## config.mk

```make
export PLATFORM = sky130hd
export DESIGN_NAME = rr_arbiter_8
export DESIGN_NICKNAME = d
export VERILOG_FILES = /design/src/rtl/rr_arbiter_8.sv
export SDC_FILE = /design/constraint.sdc
export NUM_CORES = 1
export LEC_CHECK = 0
export ABC_AREA = 1
export BUFFER_PORTS_ARGS = -buffer_cell sky130_fd_sc_hd__buf_2
export CORE_ASPECT_RATIO = 0.9
export CORE_MARGIN = 2
export CORE_UTILIZATION = 40
export DETAILED_ROUTE_END_ITERATION = 16
export REMOVE_ABC_BUFFERS = 1
export SLEW_MARGIN = 40
export SYNTH_ARGS = -nofsm -noshare
export SYNTH_HDL_FRONTEND = slang
export SYNTH_SLANG_ARGS = --single-unit
```

## constraint.sdc

```tcl
create_clock -name clk -period 5.1 [get_ports clk]
set_input_delay 1.02 -clock clk [delete_from_list [all_inputs] [get_ports clk]]
set_output_delay 1.02 -clock clk [all_outputs]
set_load 0.03 [all_outputs]
```

## src/rtl/rr_arbiter_8.sv

```systemverilog
// rr_arbiter_8: eight-requester round-robin arbiter with a per-owner hold
// quantum. The grant outputs are decoded only from registered state, so
// there is no combinational path from req or en to gnt.
//
// Request/grant protocol: requester k raises req[k] and keeps it high for as
// long as it wants the resource. It owns the resource in every cycle where
// gnt[k] is high. It gives up ownership by dropping req[k]; the release takes
// effect at the next rising edge. While other requests are pending, an owner
// keeps the grant for at most QUANTUM consecutive cycles.
module rr_arbiter_8 #(
    parameter int unsigned QUANTUM = 4  // legal range 1..16
) (
    input  logic       clk,
    input  logic       rst,
    input  logic       en,
    input  logic [7:0] req,
    output logic [7:0] gnt,
    output logic [2:0] gnt_idx,
    output logic       gnt_valid
);

    localparam logic [0:0] ST_IDLE  = 1'b0;
    localparam logic [0:0] ST_GRANT = 1'b1;
    localparam logic [3:0] CNT_MAX  = 4'(QUANTUM - 1);

    // The complete arbiter state is kept in one struct so it can be probed
    // as a single unit (state, owner, priority pointer, hold count).
    typedef struct packed {
        logic [0:0] state;
        logic [2:0] owner;
        logic [2:0] ptr;
        logic [3:0] cnt;
    } arb_state_t;

    arb_state_t cur;
    arb_state_t nxt;

    logic [7:0] owner_bit;
    logic [7:0] req_others;
    logic       others_pending;
    logic [2:0] rel_ptr;
    logic [3:0] idle_hit;
    logic [3:0] rel_hit;

    // Circular first-one search over vec, starting at position start.
    // Returns {found, index}.
    function automatic logic [3:0] search(input logic [2:0] start,
                                          input logic [7:0] vec);
        logic [3:0] r;
        logic [2:0] k;
        r = 4'b0000;
        // Walk from the farthest position back to start, so the closest hit
        // is the one left in r.
        for (int i = 7; i >= 0; i--) begin
            k = start + 3'(i);
            if (vec[k]) begin
                r = {1'b1, k};
            end
        end
        return r;
    endfunction

    // Decode the search inputs and the two candidate winners.
    always_comb begin
        owner_bit      = 8'b0000_0001 << cur.owner;
        req_others     = req & ~owner_bit;
        others_pending = |req_others;
        rel_ptr        = cur.owner + 3'd1;
        idle_hit       = search(cur.ptr, req);
        rel_hit        = search(rel_ptr, req_others);
    end

    // Next-state rules. en low dominates every hold and release rule.
    always_comb begin
        nxt = cur;
        case (cur.state)
            ST_IDLE: begin
                if (en && idle_hit[3]) begin
                    nxt.state = ST_GRANT;
                    nxt.owner = idle_hit[2:0];
                    nxt.cnt   = 4'd0;
                end
            end
            ST_GRANT: begin
                if (!en) begin
                    nxt.state = ST_IDLE;
                    nxt.owner = 3'd0;
                    nxt.ptr   = rel_ptr;
                    nxt.cnt   = 4'd0;
                end else if (req[cur.owner] &&
                             ((cur.cnt != CNT_MAX) || !others_pending)) begin
                    // Hold: the count saturates so a lone owner can keep the
                    // grant indefinitely.
                    if (cur.cnt != CNT_MAX) begin
                        nxt.cnt = cur.cnt + 4'd1;
                    end
                end else begin
                    // Release, either voluntary or forced by the quantum.
                    // The next owner is granted on the same edge, so no idle
                    // cycle appears between owners.
                    nxt.ptr = rel_ptr;
                    nxt.cnt = 4'd0;
                    if (rel_hit[3]) begin
                        nxt.owner = rel_hit[2:0];
                    end else begin
                        nxt.state = ST_IDLE;
                        nxt.owner = 3'd0;
                    end
                end
            end
            default: begin
                nxt = '0;
            end
        endcase
    end

    // State register with synchronous reset.
    always_ff @(posedge clk) begin
        if (rst) begin
            cur <= '0;
        end else begin
            cur <= nxt;
        end
    end

    // Outputs are decoded from registered state only.
    always_comb begin
        gnt_valid = (cur.state == ST_GRANT);
        gnt_idx   = cur.owner;
        gnt       = gnt_valid ? (8'b0000_0001 << cur.owner) : 8'b0000_0000;
    end

endmodule
```

## After elaboration in Yosys (flattened, before gate mapping)

Index checks and enable logic that the tools add are counted.

- Add/sub/neg operators: 16
- $mul: 0
- Divide/modulo/power cells: 0
- Order comparisons: 17
- Equality and inequality tests: 5
- Shift-type cells: 1
- Multiplexer cells: 61
- Bitwise logic cells: 3
- Reductions and logical operators: 8

Operators by type and width:

| cell | count |
|---|---|
| two-way mux 4 bit | 20 |
| less-than comparator 3 x 4 -> 1 bit, second input constant | 17 |
| binary-select mux 1 bit (select 3 bit) | 17 |
| adder 3 bit, second input constant | 8 |
| two-way mux 1 bit | 18 |
| case mux 4 bit (2 select lines) | 2 |
| adder 3 x 2 -> 3 bit, second input constant | 4 |
| two-way mux 11 bit | 1 |
| adder 3 x 1 -> 3 bit, second input constant | 3 |
| bitwise AND 8 bit | 1 |
| two-way mux 8 bit | 1 |
| inverter 8 bit | 1 |
| OR reduction 8 bit | 1 |
| << shifter 1 x 3 -> 8 bit, first input constant | 1 |
| two-way mux 7 bit | 1 |
| AND reduction 2 bit | 3 |
| adder 4 x 1 -> 4 bit, second input constant | 1 |
| inequality test 2 bit, second input constant | 2 |
| inequality test 4 x 2 -> 1 bit, second input constant | 1 |
| inequality test 4 bit, second input constant | 1 |
| two-way mux 3 bit | 1 |
| inequality test 3 bit, second input constant | 1 |
| logical AND 1 bit | 2 |
| logical NOT 1 bit | 1 |
| other kinds (2) | 2 |

- Bits in registers: 11
- Latch bits: 0
- Bits in writable memories: 0
- ROM bits: 0
- Output and inout bits: 12
- Memories: 0

## Depth between registers and ports, before layout

- Depth in word-level cells: 17
- Depth in mapped cells: 21
- Gate-level depth less buffers: 19

## Worst setup path before layout

Ideal clock, no wire load.

- Path type: flip-flop to flip-flop
- From: register cur (netlist bit gnt_idx[0])
- To: register cur (netlist bit gnt_idx[1])
- Library setup time: 0.109 ns
- Arrival time: 2.329 ns
- Required time: 4.991 ns
- Slack: 2.662 ns
- Stages on the path, launching flop included: 22
- Buffers on the path: 2
- Period minus slack after synthesis: 2.438 ns
- Path through: dfxtp_1 > inv_2 > buf_2 > ha_1 > buf_2 > inv_2 > nand2_1 > nand2_1 > nand3_1 > nand3_1 > nand2_1 > nand3_1 > nor2_1 > nor2_1 > nand2_1 > nand2_1 > nand2_1 > nand2_1 > nand2_1 > nand3_1 > nand2_1 > inv_1

- Cells in the longest elaborated chain, start to end: 17
- Elaborated cells between the ends (all ways): 47
- Classes of those cells: 8 x add/sub; 1 x eq/ne; 1 x shift; 30 x mux; 2 x bitwise; 5 x reduce/logical

RTL lines:

| what | line | source |
|---|---|---|
| from (decl) | 35 | `arb_state_t cur;` |
| from (signal assigned) | 122 | `cur <= nxt;` |
| parallel branches: the longest is 17 deep, another holds adder 3 x 1 -> 3 bit | -- |  |

Several ways; the timed one is not identified. The select of a mux whose other input is x is not followed.
A chain may end at the register's enable or synchronous reset.

## Worst setup path in the final report

Same ends and word-level chain as after synthesis.

==> impl_metrics.csv <==
group,metric,value,unit
outcome,outcome,"complete, no violations",
logic_synthesis,syn_inst,386,
final_layout,fin_area,0.002310,mm2
critical_path,reg2reg_from,"gnt_idx[0]$_SDFFE_PP0P_",
critical_path,crit_required,5.24,ns
final_layout,area_delta_synth_final,7.015,%
critical_path,path_depth,19,
clock_tree,insertion_delay,0.24,ns
critical_path,worstSetupPathType,"reg2reg",
detailed_routing,wl,6204,um
critical_path,cp-endpoint,"gnt_idx[1]$_SDFFE_PP0P_",
critical_path,crit_path_frequent_cell,"nand2_1",
critical_path,path_cells,"inv_2, ha_1, inv_2, nand2_1, nand2_1, nand3_1, nand3_1, nand2_1, nand3_1, nor2_1, nor2_1, nand2_1, nand2_1, nand2_1, nand2_1, nand2_1, nand3_1, nand2_1, inv_1",
global_routing,antenna_found_initial,0,
logic_synthesis,yosys_warnings,0,
global_routing,grt_max_degree,20,
logic_synthesis,synth.distinct_cells,32,
critical_path,path_max_fanout,19,
timing,setup_viol,0,
critical_path,r2r_cells,19,
critical_path,start_kind,"register",
clock_tree,h-tree-depth,1,
critical_path,cp_slowest_stage_delay,0.75,ns
power,p_leak,1.222,nW
timing,hold_viol,0,
clock_tree,path_clk_slew,0.05,ns
floorplan,start_util,0.4132,
clock_tree,cts_resized,0,
detailed_routing,drt_pass1_iterations,4,
final_layout,drive_gt1_frac,0.1450,
critical_path,startpoint,"gnt_idx[0]$_SDFFE_PP0P_",
power,max-vdd-ir-drop,0.0002715,V
floorplan,fp.dieW,81.43,um
timing,rsz0062_at_grt,"false",
critical_path,cp_slowest_cell,"dfxtp_1",
critical_path,endpoint_kind,"register",
clock_tree,clockRootBuffer,"clkbuf_8",
timing,period_needed,3.170,ns
logic_synthesis,ys_ff_latch,11,
floorplan,io_pins,23,
clock_tree,cts-buffers-inserted,3,
placement,pre_cts_ws,2.005,ns
logic_synthesis,synth.cell_area,0.002158,mm2
placement,dpl_cell_area,0.002265,mm2
global_routing,grt.total_usage,0.2201,
timing,maxSlewHeadroom,0.5496,
logic_synthesis,synth_top_area_frac,0.2041,
detailed_routing,wl_per_cell,13.28,um
global_routing,grt_pass1_vias,2259,
floorplan,die_y,73.69,um
detailed_routing,via_per_inst,5.257,
timing,fmax,315.5,MHz
final_layout,final_nets,423,
power,p_per_area,448.6,mW/mm2
final_layout,diodes,0,
detailed_routing,vias,2455,
detailed_routing,drt_iter0_markers,167,
detailed_routing,wl_met1,3082,um
logic_synthesis,synth_area_leaders,"nand3_1, nand2_1, dfxtp_1, ha_1, inv_1",
clock_tree,clock_sinks,11,
logic_synthesis,synth-seq-area-share,0.1020,
placement,io_buffers,22,
critical_path,reg2reg_to,"gnt_idx[1]$_SDFFE_PP0P_",
timing,fin_tns_setup,0,ns
floorplan,core,0.005224,mm2
detailed_routing,wl_met2,2869,um
hold_path,hold_path.startpoint,"cur[3]$_SDFFE_PP0P_",
critical_path,r2r_slack,1.93,ns
detailed_routing,drc,0,
global_routing,grt-ovfl-total,0,
clock_tree,clock_path_buffers,2,
floorplan,rows,25,
timing,worst_slew_pin_slew,0.6747,ns
timing,final.setup.worst_slack,1.930,ns
placement,hpwl,5063,um
clock_tree,cts_hold_buf,0,
clock_tree,cts_setup_buffers,0,
critical_path,critical_path_buf_inv_count,3,
global_routing,grt_pass1_wl,10530,um
detailed_routing,route.met3.wl,144,um
detailed_routing,highest_layer,"met4",
detailed_routing,ant_nets,0,
timing,fin_skew,0.007162,ns
timing,finalCritPeriodShare,0.6215,
timing,finalMaxSlewViolations,0,
placement,gp_congestion,0.8955,
critical_path,worstPathArrival,3.31,ns
logic_synthesis,yosysTopAreaCell,"nand3_1",
run,maxCapViolCount,0,
hold_path,hp-class,"reg2reg",
critical_path,critPathTopFamily,"simple AND/OR/NAND/NOR gates",
clock_tree,cts_tree,"done",
floorplan,die-area,0.006000,mm2
logic_synthesis,synth.avg_cell_area,5.592,um2
-- cell families after synthesis --
kind of cell / Yosys count / synth area share
AOI/OAI and AO/OA: 41 / 0.1055
xor gates and xnor gates: 9 / 0.03652
adders and majority gates: 11 / 0.06377
buffers and inverters: 55 / 0.1177
DFF: 11 / 0.1020
and+or+nand+nor: 259 / 0.5745
-- cell usage after synthesis --
cell / instances
a21oi_1: 22
a21oi_2: 1
a21oi_4: 1
a31oi_1: 3
and3_1: 1
buf_2: 4
buf_4: 6
buf_6: 2
clkinv_1: 1
dfxtp_1: 11
ha_1: 11
inv_1: 34
inv_2: 6
inv_4: 2
nand2_1: 111
nand2_2: 4
nand2_4: 5
nand3_1: 88
nand3_2: 8
nand3_4: 1
nand3b_1: 1
nand4_1: 6
nor2_1: 30
nor2_2: 1
nor2_4: 1
nor3_2: 1
nor3b_2: 1
o21a_2: 1
o21ai_0: 9
o21ai_1: 4
xnor2_1: 3
xor2_1: 6
-- state kept, by name, indices dropped and copies added, names as in the netlist --
name,count
gnt_idx,3
gnt_valid,1
cur,7
-- per-stage QoR --
stage | power, mW | util | std cells | hold WS, ns
2_1_floorplan | 0.7591 | - | 374 | 0.4379
4_1_cts | 1.028 | 0.4422 | 467 | 0.4629
3_3_place_gp | 0.9397 | 0.4335 | 463 | 0.4546
3_5_place_dp | 0.9336 | 0.4335 | 463 | 0.4519
5_1_grt | 1.150 | 0.4422 | 467 | 0.4750
6_report | 1.036 | 0.4422 | 467 | 0.4595
-- how the worst min path moves through the flow --
stage | to | slack (ns) | cells past startpoint
after CTS | cur[3]$_SDFFE_PP0P_ | 0.46 | 2
after global placement | cur[3]$_SDFFE_PP0P_ | 0.45 | 2
final | cur[3]$_SDFFE_PP0P_ | 0.46 | 2
after detailed placement | cur[3]$_SDFFE_PP0P_ | 0.45 | 2
after floorplan | cur[3]$_SDFFE_PP0P_ | 0.44 | 2
after global routing | cur[3]$_SDFFE_PP0P_ | 0.48 | 2
-- report_power, final --
part           internal, mW  switching, mW  leakage, nW
logic                 0.261          0.548         1.11
registers            0.0992         0.0388       0.0904
clock network        0.0550         0.0343       0.0228
total                 0.415          0.621         1.22
-- cell type report --
class | count | area [um2]
sequential | 11 | 220.2
timing repair buffer | 22 | 110.1
multi-input combinational | 320 | 1684
tap | 67 | 83.83
fill | 598 | 2914
inverter | 43 | 166.4
clock buffer | 4 | 45.04
-- worst min-delay path, stage by stage (launching register included) --
cell and delay (ns):
dfxtp_1 0.31, nand2_2 0.07, a21oi_2 0.04
-- routing by layer --
layer  GRT usage  vias to the layer above
met5           0                        -
met4     0.06780                        0
met3    0.009828                        9
met2      0.3616                       54
met1      0.3095                     1088
li1            -                     1304
-- layout by cell type, fill, tap and decap left out --
cell / count
inv_4: 2
nor3_2: 1
o21a_2: 1
clkbuf_1: 1
o21ai_0: 9
inv_1: 34
clkbuf_8: 3
dfxtp_1: 11
inv_2: 6
nor2_1: 30
a21oi_4: 1
nand2_1: 111
xnor2_1: 3
a31oi_1: 3
nand4_1: 6
xor2_1: 6
a21oi_2: 1
ha_1: 11
o21ai_1: 4
a21oi_1: 22
and3_1: 1
nor2_4: 1
nand3_2: 8
nor3b_2: 1
nor2_2: 1
nand3_1: 88
buf_2: 22
nand3b_1: 1
clkinv_1: 1
nand3_4: 1
nand2_2: 4
nand2_4: 5
No activity file was read; power rests on OpenSTA's default activity.
